[config.mk]
export PLATFORM = sky130hd
export DESIGN_NAME = gestor_alarma
export DESIGN_NICKNAME = d
export VERILOG_FILES = /design/src/rtl/gestor_alarma_pkg.sv /design/src/rtl/gestor_alarma_divisor_parpadeo.sv /design/src/rtl/gestor_alarma.sv
export SDC_FILE = /design/constraint.sdc
export NUM_CORES = 1
export LEC_CHECK = 0
export CAP_MARGIN = 5
export CORE_ASPECT_RATIO = 0.6
export CORE_MARGIN = 3
export CORE_UTILIZATION = 50
export DETAILED_ROUTE_END_ITERATION = 12
export PLACE_DENSITY = 0.71
export SYNTH_ARGS = -nofsm -noshare
export SYNTH_HDL_FRONTEND = slang
export SYNTH_SLANG_ARGS = --single-unit
[constraint.sdc]
create_clock -name clk -period 3.85 [get_ports clk]
set_clock_uncertainty 0.05 [all_clocks]
set_input_delay 0.77 -clock clk [delete_from_list [all_inputs] [get_ports clk]]
set_output_delay 0.77 -clock clk [all_outputs]
set_load 0.02 [all_outputs]
[src/rtl/gestor_alarma_pkg.sv]
// Shared definitions for the temperature-alarm monitoring block.
//   estado_alarma_t : encoding of the alarm FSM, also exported on the
//                     'estado' port of gestor_alarma.
//   *_DEF           : default parameter values for gestor_alarma.
package pkg_monitoreo;

  typedef enum logic [1:0] {
    NORMAL   = 2'd0,
    SOSPECHA = 2'd1,
    ALARMA   = 2'd2,
    RECUPERA = 2'd3
  } estado_alarma_t;

  localparam int N_CONFIRMA_DEF   = 4;
  localparam int N_RECUPERA_DEF   = 8;
  localparam int DIV_PARPADEO_DEF = 25_000_000;

endpackage

[src/rtl/gestor_alarma_divisor_parpadeo.sv]
// Square-wave generator for the alarm LED.
// Ports:
//   clk      : system clock
//   rst      : synchronous active-high reset (counter and output to 0)
//   reinicio : synchronous restart; clears the counter and forces output to 1
//   habilita : count enable
//   parpadeo : square wave, period 2*DIV clk cycles while enabled
module divisor_parpadeo #(
  parameter int DIV = 4
) (
  input  logic clk,
  input  logic rst,
  input  logic reinicio,
  input  logic habilita,
  output logic parpadeo
);

  localparam int CW = (DIV > 2) ? $clog2(DIV) : 1;
  localparam logic [CW-1:0] TOPE = CW'(DIV - 1);

  logic [CW-1:0] cuenta_reg;
  logic          parpadeo_reg;

  always_ff @(posedge clk) begin
    if (rst) begin
      cuenta_reg   <= '0;
      parpadeo_reg <= 1'b0;
    end else if (reinicio) begin
      cuenta_reg   <= '0;
      parpadeo_reg <= 1'b1;
    end else if (habilita) begin
      // Output holds each level for DIV cycles: counts 0..DIV-1, then toggles.
      if (cuenta_reg == TOPE) begin
        cuenta_reg   <= '0;
        parpadeo_reg <= ~parpadeo_reg;
      end else begin
        cuenta_reg <= cuenta_reg + CW'(1);
      end
    end
  end

  assign parpadeo = parpadeo_reg;

endmodule

[src/rtl/gestor_alarma.sv]
// Debounced alarm manager for the temperature comparator's out-of-range flag.
// N_CONFIRMA consecutive out-of-range samples raise the alarm, N_RECUPERA
// consecutive in-range samples clear it. Drives a blinking/steady LED with
// operator acknowledge and counts alarm entries (saturating).
// Ports:
//   clk, rst          : clock, synchronous active-high reset
//   muestra_valida    : one-cycle strobe, new sample available
//   fuera_rango       : comparator flag, used only with muestra_valida
//   reconocer         : operator acknowledge
//   alarma_activa     : 1 in ALARMA or RECUPERA
//   led_alarma        : alarm LED
//   estado            : current FSM state (estado_alarma_t)
//   contador_eventos  : number of alarm entries, saturating
module gestor_alarma
  import pkg_monitoreo::*;
#(
  parameter int N_CONFIRMA    = N_CONFIRMA_DEF,
  parameter int N_RECUPERA    = N_RECUPERA_DEF,
  parameter int DIV_PARPADEO  = DIV_PARPADEO_DEF,
  parameter int ANCHO_EVENTOS = 8
) (
  input  logic                     clk,
  input  logic                     rst,
  input  logic                     muestra_valida,
  input  logic                     fuera_rango,
  input  logic                     reconocer,
  output logic                     alarma_activa,
  output logic                     led_alarma,
  output logic [1:0]               estado,
  output logic [ANCHO_EVENTOS-1:0] contador_eventos
);

  localparam int N_MAX = (N_CONFIRMA > N_RECUPERA) ? N_CONFIRMA : N_RECUPERA;
  localparam int CW    = $clog2(N_MAX + 1);
  localparam logic [CW-1:0] ULT_CONFIRMA = CW'(N_CONFIRMA - 1);
  localparam logic [CW-1:0] ULT_RECUPERA = CW'(N_RECUPERA - 1);

  estado_alarma_t           estado_reg, estado_next;
  logic [CW-1:0]            cnt_reg, cnt_next;
  logic [ANCHO_EVENTOS-1:0] eventos_reg, eventos_next;
  logic                     reconocida_reg, reconocida_next;
  logic                     entra_alarma;
  logic                     parpadeo;

  always_ff @(posedge clk) begin
    if (rst) begin
      estado_reg     <= NORMAL;
      cnt_reg        <= '0;
      eventos_reg    <= '0;
      reconocida_reg <= 1'b0;
    end else begin
      estado_reg     <= estado_next;
      cnt_reg        <= cnt_next;
      eventos_reg    <= eventos_next;
      reconocida_reg <= reconocida_next;
    end
  end

  always_comb begin
    estado_next  = estado_reg;
    cnt_next     = cnt_reg;
    entra_alarma = 1'b0;
    if (muestra_valida) begin
      case (estado_reg)
        NORMAL: begin
          if (fuera_rango) begin
            estado_next = SOSPECHA;
            cnt_next    = CW'(1);
          end
        end
        SOSPECHA: begin
          if (!fuera_rango) begin
            estado_next = NORMAL;
            cnt_next    = '0;
          end else if (cnt_reg == ULT_CONFIRMA) begin
            estado_next  = ALARMA;
            cnt_next     = '0;
            entra_alarma = 1'b1;
          end else begin
            cnt_next = cnt_reg + CW'(1);
          end
        end
        ALARMA: begin
          if (fuera_rango) begin
            cnt_next = '0;
          end else begin
            estado_next = RECUPERA;
            cnt_next    = CW'(1);
          end
        end
        RECUPERA: begin
          // A bounce back to ALARMA is the same event, not a new one.
          if (fuera_rango) begin
            estado_next = ALARMA;
            cnt_next    = '0;
          end else if (cnt_reg == ULT_RECUPERA) begin
            estado_next = NORMAL;
            cnt_next    = '0;
          end else begin
            cnt_next = cnt_reg + CW'(1);
          end
        end
        default: begin
          estado_next = NORMAL;
          cnt_next    = '0;
        end
      endcase
    end
  end

  always_comb begin
    eventos_next = eventos_reg;
    if (entra_alarma && (eventos_reg != '1))
      eventos_next = eventos_reg + ANCHO_EVENTOS'(1);
  end

  // Acknowledge only counts while the registered state is already an alarm
  // state; leaving for NORMAL takes priority so a new alarm starts unacknowledged.
  always_comb begin
    reconocida_next = reconocida_reg;
    if (reconocer && alarma_activa)
      reconocida_next = 1'b1;
    if ((estado_next == NORMAL) && (estado_reg != NORMAL))
      reconocida_next = 1'b0;
  end

  assign alarma_activa = (estado_reg == ALARMA) || (estado_reg == RECUPERA);

  divisor_parpadeo #(
    .DIV (DIV_PARPADEO)
  ) u_divisor (
    .clk      (clk),
    .rst      (rst),
    .reinicio (entra_alarma),
    .habilita (alarma_activa),
    .parpadeo (parpadeo)
  );

  assign led_alarma       = alarma_activa & (reconocida_reg | parpadeo);
  assign estado           = estado_reg;
  assign contador_eventos = eventos_reg;

endmodule

==> results of run 1 <==
kinds of logic (layout without fill, tap and decap cells):
family	after synthesis	count (layout)	share of synthesized area (%)
muxes	3	3	1.51
DFF	41	41	38.2
buffers and inverters	21	32	4.48
xor gates and xnor gates	17	17	7.28
and+or+nand+nor	111	111	29.6
adders and majority gates	3	3	1.75
AOI/OAI and AO/OA	53	53	17.1
power by group through the flow:
| stage | clock [mW] | combinational, mW | sequential [mW] |
|---|---|---|---|
| floorplan | 0 | 0.0179 | 0.437 |
| global placement | 0 | 0.0277 | 0.437 |
| detailed placement | 0 | 0.0276 | 0.437 |
| CTS | 0.286 | 0.0276 | 0.427 |
| global route | 0.301 | 0.0304 | 0.428 |
| finish | 0.278 | 0.0277 | 0.427 |
per-layer routing:
metal / up-vias / routed length (µm) / GRT usage (%)
li1: 956 / - / -
met1: 849 / 2410 / 27.5
met2: 33 / 1790 / 24.9
met3: 4 / 194 / 4.69
met4: 0 / 21 / 5.88
met5: - / 0 / 0
final timing paths:
path,startpoint,endpoint,slack (ns),depth (start not counted)
max reg2reg,estado[1]$_SDFF_PP0_,u_divisor.cuenta_reg[4]$_SDFFE_PP0N_,1.37,5
max,estado[1]$_SDFF_PP0_,led_alarma,1.05,2
min reg2reg,cnt_reg[1]$_SDFFE_PP0P_,cnt_reg[1]$_SDFFE_PP0P_,0.43,2
min,cnt_reg[1]$_SDFFE_PP0P_,cnt_reg[1]$_SDFFE_PP0P_,0.43,2
critical path: stages (launching register included):
cell             delay (ns)
dfxtp_1                0.88
o21a_1                 0.21
clkdlybuf4s50_1        0.59
synth_stat cells (2+ instances only):
| cell type | n |
|---|---|
| a21oi_1 | 16 |
| a21oi_2 | 2 |
| a31oi_1 | 2 |
| and2_1 | 2 |
| and4_1 | 3 |
| buf_2 | 5 |
| clkbuf_1 | 7 |
| dfxtp_1 | 41 |
| ha_1 | 3 |
| inv_1 | 6 |
| mux2_2 | 2 |
| nand2_1 | 17 |
| nand2b_1 | 2 |
| nand3_1 | 13 |
| nand3b_1 | 3 |
| nand4_1 | 9 |
| nor2_1 | 24 |
| nor2b_1 | 2 |
| nor3_1 | 5 |
| nor3b_1 | 2 |
| nor4_1 | 7 |
| o21a_1 | 2 |
| o21ai_0 | 4 |
| o311a_1 | 2 |
| o311ai_0 | 3 |
| o31ai_1 | 10 |
| o41ai_1 | 4 |
| or3_1 | 3 |
| or4_1 | 8 |
| or4_4 | 2 |
| xnor2_1 | 8 |
| xor2_1 | 8 |
cell usage in the layout, fill, tap and decap left out, drive strengths merged, types with 2 or more instances in the layout:
cell type      count
a31oi              2
dfxtp             41
inv                6
or3                3
nand3             13
and2               2
nor2b              2
or4               10
and4               4
o21a               2
clkinv             2
o311a              2
xor2               9
nand3b             3
o31ai             10
xnor2              8
nor3b              2
a21oi             18
o21ai              5
nand2b             2
mux2               2
nor4               7
nand4             11
ha                 3
and3               2
clkdlybuf4s50     16
buf                2
nor3               5
o311ai             4
o41ai              4
clkbuf             6
nor2              24
nand2             18
cell type report:
cell class                      instances  area, µm²  share of cell area [%]
Clock buffer                            6       72.6                    3.02
Multi-Input combinational cell        187       1230                    51.2
Tap cell                               57       71.3                    2.97
Sequential cell                        41        821                    34.1
Clock inverter                          2       10.0                   0.416
Timing Repair Buffer                   18        175                    7.29
Inverter                                6       22.5                   0.937
metrics by stage:
step / utilization (%) / cell area (µm²) / setup slack (ns) / power, mW / hold slack, ns
after floorplan: - / 2150 / 1.71 / 0.455 / 0.398
after global placement: 59.6 / 2320 / 0.925 / 0.465 / 0.414
after detailed placement: 59.6 / 2320 / 0.869 / 0.465 / 0.423
after CTS: 61.7 / 2400 / 1.03 / 0.741 / 0.437
after global routing: 61.7 / 2400 / 0.929 / 0.759 / 0.468
final: 61.7 / 2400 / 1.05 / 0.733 / 0.434
==> results.toml, run 1 <==
[status]
status = "complete, no violations"

[synthesis]
ys_seq_elements = 41
avgSynthCellArea_um2 = 8.63
synth_ff_type = "dfxtp_1"
yosysTopAreaCellShare_pct = 38.2
synth_enable_flop_cells = 0
syn_area_mm2 = 0.00215
ys_seq_area_share_pct = 38.2
ys.warnings.count = 0
synthArstFlopShare_pct = 0
synth_top_area_cell = "dfxtp_1"
syn_inst = 249
synth_nets = 257
ys_types = 54
synth_area_leaders = "dfxtp_1 (38%), nor2_1 (4.2%), a21oi_1 (3.7%)"

[die]
die_area_mm2 = 0.00514
die_height_um = 56.8
core_area_mm2 = 0.00389
die_x_um = 90.6
pin_count = 17
row_count = 17
start_util_pct = 55.2

[final_layout]
largest_register_ffs = 25
syn_to_final_growth_pct = 11.9
finalNonFillerCells = 317
layout-drive-gt1-share_pct = 8.85
finalNetCount = 267
fill_cells = 368
num_antenna_cells = 0

[detailed_routing]
ant_nets = 0
avgRoutedWirePerCell_um = 13.9
drcViolationCount = 0
vias_per_cell = 5.81
first_pass_iters = 5
drt_iter0_markers = 111
num_vias = 1842
routed_wl_um = 4410

[power]
clkPwrFrac_pct = 37.9
p_per_area_mw_per_mm2 = 305
seqPwrFrac_pct = 58.3
sw_frac_of_total_pct = 23.3
comb_power_share_pct = 3.8
p_switching_mw = 0.171
p_leak_nw = 0.760
peakVddDrop_mv = 0.206
p_int_mw = 0.562

[global_routing]
grt_pass1_wl_um = 7730
grt_max_degree = 23
antenna_found_initial = 0
grt-ovfl-total = 0
grt.total_usage_pct = 18.3
grt_pass1_vias = 1667

[timing]
maxSlewHeadroom_pct = 43.1
drv_slew = 0
finalSetupTns_ns = 0
worst_pin_slew_ns = 0.852
finalCriticalPeriod_ns = 2.80
post-route-period-util_pct = 72.8
fmax_mhz = 357
rsz0062_at_grt = "false"
finalHoldViolCount = 0
setup_viol = 0

[cts]
cts.clk_slew.worst_paths_ns = 0.07
holdBufCountCts = 0
cts_max_path_buffers = 2
cts_resized = 0
ctsHtreeMaxLevel = 2
clock-root-buffer = "clkbuf_8"
postCtsSetupRepairBufs = 0
cts_tree = "yes"
cts_buffers = 5
clock-sinks = 41
clock_latency_ns = 0.30

[critical_path]
cp.required_ns = 3.03
crit_path_end_kind = "output port"
start_kind = "register"
crit_arrival_ns = 1.98
path_class = "reg -> out"
critPathMaxFanout = 22

[place]
gp_congestion = 0.780
place_inst = 309
place_hpwl_um = 3110
port_buffers = 16

[flow_run]
cap_violations = 0

[worst_hold_path]
hold_path.class = "reg -> reg"
Power figures use the tool's default switching activity.
==> run 2: changes to the inputs <==
- clock period: 3.85 -> 2.6 ns (I/O delays scaled with it)
==> run 2 against run 1 <==
Count of clock-buffer cells in the layout increased by 2; register-to-register slack worse by 0.95 ns; sequential cell count stayed put; design area grew 1.8%; global-route usage rose by 0.69 points; clock power increased by 51%; worst hold slack got worse by 0.00063 ns; sequential power is 48% higher; wire length is 3.5% higher; critical endpoint unchanged; largest power group unchanged; highest routed layer unchanged.
==> results.toml, run 2 (same netlist as run 1, synthesis figures left out) <==
[detailed_routing]
avgRoutedWirePerCell_um = 14.1
first_pass_iters = 4
vias_per_cell = 5.85
drcViolationCount = 0
drt_iter0_markers = 104
ant_nets = 0
num_vias = 1890
routed_wl_um = 4560

[final_layout]
largest_register_ffs = 25
layout_common_cells = "dfxtp_1 (41), nor2_1 (24), nand2_1 (17)"
syn_to_final_growth_pct = 13.9
final_common_cell = "dfxtp_1"
finalNetCount = 273
layout-drive-gt1-share_pct = 10.2
num_antenna_cells = 0
fill_cells = 345

[global_routing]
grt.total_usage_pct = 19.0
grt_pass1_wl_um = 7910
grt_pass1_vias = 1656
grt_max_degree = 21
grt-ovfl-total = 0
antenna_found_initial = 0

[cts]
holdBufCountCts = 0
clock_latency_ns = 0.30
clock-root-buffer = "clkbuf_8"
cts_max_path_buffers = 2
cts.clk_slew.worst_paths_ns = 0.08
postCtsSetupRepairBufs = 0
ctsHtreeMaxLevel = 2
clock-sinks = 41
cts_buffers = 5
cts_tree = "yes"
cts_resized = 0

[timing]
finalSetupTns_ns = 0
finalCriticalPeriod_ns = 2.46
drv_slew = 0
worst_pin_slew_ns = 0.700
layout_setup_ws_ns = 0.144
post-route-period-util_pct = 94.5
fmax_mhz = 407
rsz0062_at_grt = "false"
setup_viol = 0
maxSlewHeadroom_pct = 53.3
finalHoldViolCount = 0

[die]
core_area_mm2 = 0.00389
die_height_um = 56.8
row_count = 17
pin_count = 17
die_area_mm2 = 0.00514
start_util_pct = 55.2
die_x_um = 90.6

[power]
p_per_area_mw_per_mm2 = 449
p_leak_nw = 0.783
peakVddDrop_mv = 0.303

[worst_hold_path]
hold_path.class = "reg -> reg"
holdPathStages = 2
worstHoldStart = "cnt_reg[1]$_SDFFE_PP0P_"

[place]
gp_congestion = 0.823
port_buffers = 16
preCtsSetupSlack_ns = 0.272
place_hpwl_um = 3250

[critical_path]
cp.buffers_inverters = 1
ff2ff_path_depth = 4
path_depth = 2
critPathMaxFanout = 15
path_class = "reg -> out"
cp.required_ns = 2.03
cp_slowest_stage_delay_ns = 0.78
crit_arrival_ns = 1.89
crit_path_end_kind = "output port"
crit-reg2reg-launch = "estado[1]$_SDFF_PP0_"
cp_top_family = "flip-flops"
crit_chain = "o21a_1 > clkdlybuf4s50_1"
slowest_stage = "dfxtp_1"
startpoint = "estado[1]$_SDFF_PP0_"
start_kind = "register"

[flow_run]
cap_violations = 0

[status]
status = "complete, no violations"
-- run 2: power by group --
part | switching (mW) | internal (mW)
sequential | 0.00375 | 0.629
clock | 0.228 | 0.191
combinational | 0.0250 | 0.0205
-- run 2: final cells by class --
| cell class | instances | area (µm²) | share of cell area [%] |
|---|---|---|---|
| multi-input cells | 187 | 1230 | 50.3 |
| repair buffers | 24 | 220 | 9.00 |
| well taps | 57 | 71.3 | 2.92 |
| inverters | 6 | 22.5 | 0.921 |
| flip-flops and latches | 41 | 821 | 33.6 |
| clock buffers | 8 | 80.1 | 3.27 |
-- run 2: path summary, 6_finish.rpt --
path / to / slack [ns]
worst max register to register: u_divisor.cuenta_reg[23]$_SDFFE_PP0N_ / 0.42
worst min register to register: cnt_reg[1]$_SDFFE_PP0P_ / 0.43
worst min-delay path: cnt_reg[1]$_SDFFE_PP0P_ / 0.43
worst max-delay path: led_alarma / 0.14
-- run 2: worst min-delay path: cells and delay by family (launching register included) --
family | cells | cell delay [ns]
flip-flops | 1 | 0.33
AO/OA/AOI/OAI | 1 | 0.05
AND/OR/NAND/NOR | 1 | 0.06
-- run 2: per-layer routing --
layer / wire, µm / track usage, % / up-vias
met5: 0 / 0 / -
met4: 77 / 7.84 / 0
met3: 226 / 4.82 / 8
met2: 1720 / 24.8 / 50
met1: 2540 / 28.8 / 860
li1: - / - / 972
-- run 2: through the flow --
stage	hold WS, ns	cell area [µm²]	cells	power, mW	utilization (%)
2_1_floorplan	0.398	2150	249	0.673	-
3_3_place_gp	0.414	2370	315	0.693	60.8
3_5_place_dp	0.424	2370	315	0.693	60.8
4_1_cts	0.435	2450	323	1.11	62.8
5_1_grt	0.458	2450	323	1.13	62.8
6_report	0.433	2450	323	1.10	62.8
==> run 3: changes to the inputs <==
- SKIP_LAST_GASP: unset -> 1
==> results of run 3 <==
The final DEF is identical to that of run 2; final timing and power are the same.
